### config.mk
export PLATFORM = sky130hd
export DESIGN_NAME = sd_crc_lanes
export DESIGN_NICKNAME = d
export VERILOG_FILES = /design/src/rtl/sd_crc_lanes.sv
export SDC_FILE = /design/constraint.sdc
export NUM_CORES = 1
export LEC_CHECK = 0
export ABC_AREA = 1
export CORE_UTILIZATION = 40
export DETAILED_ROUTE_END_ITERATION = 12
export PLACE_DENSITY_LB_ADDON = 0.3
export SLEW_MARGIN = 20
export SYNTH_ARGS = -nofsm -noshare
export SYNTH_HDL_FRONTEND = slang
export SYNTH_SLANG_ARGS = --single-unit
### constraint.sdc
create_clock -name clk_i -period 1.37 [get_ports clk_i]
set_clock_uncertainty 0.05 [all_clocks]
set_input_delay 0.3425 -clock clk_i [delete_from_list [all_inputs] [get_ports clk_i]]
set_output_delay 0.3425 -clock clk_i [all_outputs]
set_load 0.01 [all_outputs]
### src/rtl/sd_crc_lanes.sv
// rtl/sd_crc_lanes.sv - multi-lane SD CRC7/CRC16 engine with serial emit and receive-check phases
// Optional end-bit handling when SD_CRC_END_BIT_EN is defined.
module sd_crc_lanes #(
    parameter int               CRC_W = 7,
    parameter logic [CRC_W-1:0] POLY  = 7'h09,
    parameter int               LANES = 1
) (
    input  logic                   clk_i,
    input  logic                   rst_ni,
    input  logic                   clr_i,
    input  logic                   enable_i,
    input  logic [LANES-1:0]       bitval_i,
    input  logic                   emit_i,
    input  logic                   check_i,
    output logic [LANES*CRC_W-1:0] crc_o,
    output logic [LANES-1:0]       out_bit_o,
    output logic                   out_valid_o,
    output logic                   busy_o,
    output logic                   done_o,
    output logic [LANES-1:0]       crc_err_o
);

    localparam int CNT_W = $clog2(CRC_W + 1);
`ifdef SD_CRC_END_BIT_EN
    localparam int LAST = CRC_W;
`else
    localparam int LAST = CRC_W - 1;
`endif
    localparam logic [CNT_W-1:0] LAST_CNT = CNT_W'(LAST);

    typedef enum logic [1:0] {S_IDLE, S_CALC, S_EMIT, S_CHECK} state_t;

    state_t                        state_q, state_d;
    logic [LANES-1:0][CRC_W-1:0]   crc_q, crc_d;
    logic [LANES-1:0]              err_q, err_d;
    logic [CNT_W-1:0]              cnt_q, cnt_d;
    logic                          at_last;

    assign at_last = (cnt_q == LAST_CNT);

`ifdef SD_CRC_END_BIT_EN
    // The cycle after the last CRC bit carries the SD end bit.
    logic end_phase;
    assign end_phase = (cnt_q == CNT_W'(CRC_W));
`endif

    always_ff @(posedge clk_i or negedge rst_ni) begin
        if (!rst_ni) begin
            state_q <= S_IDLE;
            crc_q   <= '0;
            err_q   <= '0;
            cnt_q   <= '0;
        end else begin
            state_q <= state_d;
            crc_q   <= crc_d;
            err_q   <= err_d;
            cnt_q   <= cnt_d;
        end
    end

    always_comb begin
        state_d = state_q;
        crc_d   = crc_q;
        err_d   = err_q;
        cnt_d   = cnt_q;
        if (clr_i) begin
            state_d = S_CALC;
            crc_d   = '0;
            err_d   = '0;
            cnt_d   = '0;
        end else begin
            case (state_q)
                S_CALC: begin
                    // A bit strobed alongside EMIT/CHECK is absorbed before the phase change.
                    if (enable_i) begin
                        for (int i = 0; i < LANES; i++) begin
                            crc_d[i] = {crc_q[i][CRC_W-2:0], 1'b0}
                                     ^ ((bitval_i[i] ^ crc_q[i][CRC_W-1]) ? POLY : '0);
                        end
                    end
                    if (emit_i) begin
                        state_d = S_EMIT;
                        cnt_d   = '0;
                    end else if (check_i) begin
                        state_d = S_CHECK;
                        cnt_d   = '0;
                    end
                end
                S_EMIT: begin
                    for (int i = 0; i < LANES; i++) crc_d[i] = crc_q[i] << 1;
                    if (at_last) state_d = S_IDLE;
                    else         cnt_d   = cnt_q + 1'b1;
                end
                S_CHECK: begin
                    if (enable_i) begin
                        for (int i = 0; i < LANES; i++) begin
`ifdef SD_CRC_END_BIT_EN
                            if (end_phase) begin
                                if (!bitval_i[i]) err_d[i] = 1'b1;
                            end else if (bitval_i[i] != crc_q[i][CRC_W-1]) begin
                                err_d[i] = 1'b1;
                            end
`else
                            if (bitval_i[i] != crc_q[i][CRC_W-1]) err_d[i] = 1'b1;
`endif
                            crc_d[i] = crc_q[i] << 1;
                        end
                        if (at_last) state_d = S_IDLE;
                        else         cnt_d   = cnt_q + 1'b1;
                    end
                end
                default: ;
            endcase
        end
    end

    always_comb begin
        out_bit_o = '0;
        if (state_q == S_EMIT) begin
            for (int i = 0; i < LANES; i++) out_bit_o[i] = crc_q[i][CRC_W-1];
`ifdef SD_CRC_END_BIT_EN
            if (end_phase) out_bit_o = '1;
`endif
        end
    end

    assign out_valid_o = (state_q == S_EMIT);
    assign busy_o      = (state_q == S_EMIT) || (state_q == S_CHECK);
    // CLR aborts a phase in flight, so it also suppresses the completion pulse.
    assign done_o      = !clr_i && at_last &&
                         ((state_q == S_EMIT) || ((state_q == S_CHECK) && enable_i));
    assign crc_o       = crc_q;
    assign crc_err_o   = err_q;

endmodule

Word level (Yosys, flattened, before mapping) --
Cells that the tools add are included.
Operators by class: bitwise gates (word level) 2, multiplexer cells 22, reduce and logical (&&, ||, !) cells 13, add/sub/neg operators 1, equality and inequality tests 8
Operator list (number):
- $mux W7 | 3
- $pmux W7 S3 | 1
- $mux W3 | 5
- $mux W2 | 5
- $pmux W3 S3 | 1
- $reduce_and A3 Y1 | 3
- $xor A7 B4 Y7 | 1
- $ne A3 B3 Y1 const B | 2
- $pmux W2 S3 | 1
- $reduce_bool A2 Y1 | 3
- $mux W1 | 5
- $eq A2 B2 Y1 const B | 2
- $mux W4 | 1
- $ne A4 B4 Y1 const B | 1
- $reduce_bool A4 Y1 | 1
- $add A3 B1 Y3 const B | 1
- $eq A3 B3 Y1 const B | 1
- $logic_and A1 B1 Y1 | 3
- $eq A2 B1 Y1 const B | 1
- $logic_or A1 B1 Y1 | 2
- $logic_not A1 Y1 | 1
- $ne A1 B1 Y1 | 1
- $xor A1 B1 Y1 | 1
Storage, ports and cells: word-level logic and storage cells 50, input port bits 7, output and inout port bits 12, bits in registers 13

Logic depth before layout (Yosys ltp) --
word-level depth 6, mapped depth 8

Least setup slack after synthesis --
OpenSTA, ideal clock, no wires.
path type flip-flop to output port, from register cnt_q[0], to output done_o, arrival time 0.960 ns, stages on the path, launching flop included 5, buffers on the path 0, slack 0.018 ns, path through dfrtp_1 > inv_1 > ha_1 > nand2_1 > nor3_1
Between the ends: longest elaborated chain between the ends 3
RTL lines:
- start, declared | line 36 | logic [CNT_W-1:0] cnt_q, cnt_d;
- start signal, assigned | line 57 | cnt_q <= cnt_d;
- $eq A3 B3 Y1 | line 39 | assign at_last = (cnt_q == LAST_CNT);
- $logic_and A1 B1 Y1 (2 in series) | line 130 | assign done_o = !clr_i && at_last &&
- end, declared | line 19 | output logic done_o,
Every way passes these cells.

Worst setup path in the final report --
Same ends and word-level chain as after synthesis.

==> flow_metrics.env <==
export IMPL_gr_usage_met1=0.269
export IMPL_vias_per_cell=4.77
export IMPL_fin_setup_tns_ns=-0.294
export IMPL_mostFrequentLayoutCells="buf_4, nand2_1, dfrtp_1, inv_2, inv_1"
export IMPL_drt_initial_drc_count=11
export IMPL_final_nets=166
export IMPL_post_route_period_util=1.18
export IMPL_area_growth_pct=68.7
export IMPL_avgSynthCellArea_um2=7.58
export IMPL_hold_class="in2async"
export IMPL_wl_mm=2.28
export IMPL_end_kind="primary output"
export IMPL_drtPass1Iterations=4
export IMPL_final_core_util=0.758
export IMPL_met2_usage=0.359
export IMPL_grt_pass1_wl_mm=3.26
export IMPL_yosys_most_used_dff="dfrtp_1"
export IMPL_cts_inserted_buffers=3
export IMPL_p_per_area_nw_per_um2=1540
export IMPL_grt_antenna_before_repair=0
export IMPL_wl_per_cell_um=12.6
export IMPL_synth_nets=117
export IMPL_cts_root_buf="clkbuf_4"
export IMPL_critPathLaunchType="register"
export IMPL_max_stage_delay_ns=0.40
export IMPL_cts_tree="yes"
export IMPL_grt_met3_usage=0.0385
export IMPL_io_buffers=18
export IMPL_dp_cells=163
export IMPL_outcome="finished, violations left"
export IMPL_cpMaxStageDelayCell="dfrtp_1"
export IMPL_cts_sinks=13
export IMPL_crit_fanout=3
export IMPL_postCtsHoldBufs=0
export IMPL_fmax_mhz=619
export IMPL_setup_violations=2
export IMPL_crit_family="flip-flops"
export IMPL_top_usage_layer="met2"
export IMPL_synth_seq_area_share=0.398
export IMPL_via_count=864
export IMPL_hold_viol_final=0
export IMPL_fp_coreArea_um2=1820
export IMPL_grt_max_degree=14
export IMPL_yosys_register_bits=13
export IMPL_path_cells="inv_2 > ha_4 > nand2_4 > nor3_2 > buf_2"
export IMPL_cap_violations=0
export IMPL_worst_slew_pin_slew_ns=0.208
export IMPL_grt_overflow=0
export IMPL_start_util=0.449
export IMPL_placement_rows=15
export IMPL_nFillCells=130
export IMPL_stdcell_count=181
export IMPL_rsz0062_at_grt="yes"
export IMPL_htreeDepth=1
export IMPL_syn_area_um2=818
export IMPL_vdd_drop_max_uv=929
export IMPL_path_buf_inv=2
export IMPL_rr_worst_depth=8
export IMPL_clk_path_buf_depth=2
export IMPL_cp_arrival_ns=1.22
export IMPL_ant_nets=0
export IMPL_insertion_delay_ns=0.28
export IMPL_synth_distinct_cells=22
export IMPL_final_common_cell="buf_4"
export IMPL_layout_setup_ws_ns=-0.247
export IMPL_first_global_vias=788
export IMPL_drive_above_1_share=0.506
export IMPL_total_power_uw=2120
export IMPL_synth_edf_count=0
export IMPL_diodes=0
export IMPL_slew_headroom=0.861
export IMPL_slew_violations=0
export IMPL_gp_congestion=0.872
export IMPL_die_h_um=47.2
export IMPL_clk_pin_slew_ns=0.09
export IMPL_grt_use_total=0.212
export IMPL_dieArea_um2=2230
export IMPL_violations="setup timing"
export IMPL_boundaryPins=19
export IMPL_syn_inst=108
export IMPL_die_w_um=47.2
export IMPL_dp_hpwl_mm=1.42
export IMPL_leakage_uw=0.000756
export IMPL_critPathRequiredTime_ns=0.98
export IMPL_worstSetupPathType="reg2out"
export IMPL_remaining_drc_errors=0
export IMPL_cp_depth=5
export IMPL_min_period_ns=1.62
export IMPL_async_reset_ff_frac=1.00
export IMPL_yosysWarnings=0
-- power by group --
| group | internal [uW] | switching, uW | total, uW |
|---|---|---|---|
| Combinational | 625 | 680 | 1310 |
| Clock | 113 | 136 | 249 |
| Sequential | 482 | 85.9 | 568 |
| Total | 1220 | 902 | 2120 |
-- final cells by class --
cell class	count	area [um2]	share of cell area
Inverter	18	67.6	0.0490
Timing Repair Buffer	47	389	0.282
Clock buffer	4	26.3	0.0190
Sequential cell	13	325	0.236
Tap cell	25	31.3	0.0227
Multi-Input combinational cell	74	541	0.392
-- per-layer routing --
layer / vias to the layer above / share of wire
met5: - / 0
met4: 0 / 0.018
met3: 6 / 0.038
met2: 23 / 0.51
met1: 404 / 0.44
li1: 431 / -
-- worst register-to-register path, cell delays in order, from the launching register on --
cell and delay (ns):
dfrtp_1 0.42, buf_6 0.14, buf_6 0.12, nor2_4 0.13, nand2_4 0.10, o21ai_4 0.10
inv_2 0.08, nand3_2 0.07, nand2_1 0.05
-- state kept, by name, indices dropped and copies added (netlist names) --
signal and cells:
cnt_q 3, crc_err_o 1, crc_o 7, state_q 2
-- what timing repair did --
| action | in CTS | in global routing |
|---|---|---|
| setup buffers | 6 | 9 |
| endpoints found under the setup margin | 24 | 22 |
| resized for setup | 42 | 34 |
| pin swaps | 7 | 16 |
-- worst paths after layout --
path | from | to | slack [ns]
min | rst_ni | crc_err_o | 0.30
max | cnt_q[0] | done_o | -0.25
min reg2reg | crc_o[0] | crc_o[1] | 0.46
min in group clk_i | crc_o[0] | crc_o[1] | 0.46
max in group asynchronous | rst_ni | crc_o[5] | 0.79
max reg2reg | state_q[1] | cnt_q[1] | 0
-- stage by stage --
stage	instance area, um2	hold slack (ns)	setup WS [ns]
2_1_floorplan	818	-0.00309	0.0177
3_3_place_gp	1120	0.426	-0.664
3_5_place_dp	1120	0.429	-0.662
4_1_cts	1200	0.314	-0.271
5_1_grt	1380	0.340	-0.302
6_report	1380	0.304	-0.247
-- synthesized netlist by cell type (3+ instances only) --
cell type,count,area share
nand2_1,33,0.15
inv_1,14,0.064
dfrtp_1,13,0.40
nand3_1,11,0.067
nor2_1,7,0.032
inv_2,4,0.018
o21ai_2,3,0.032
o21bai_1,3,0.028
-- cell families (layout without fill, tap and decap cells) --
| kind of cell | after synthesis | in the layout | share of synthesized area |
|---|---|---|---|
| AOI/OAI and AO/OA | 9 | 9 | 0.0780 |
| adders and majority gates | 2 | 2 | 0.0306 |
| buffers and inverters | 21 | 69 | 0.115 |
| DFF | 13 | 13 | 0.398 |
| and+or+nand+nor | 63 | 63 | 0.379 |
Power figures use the tool's default switching activity.
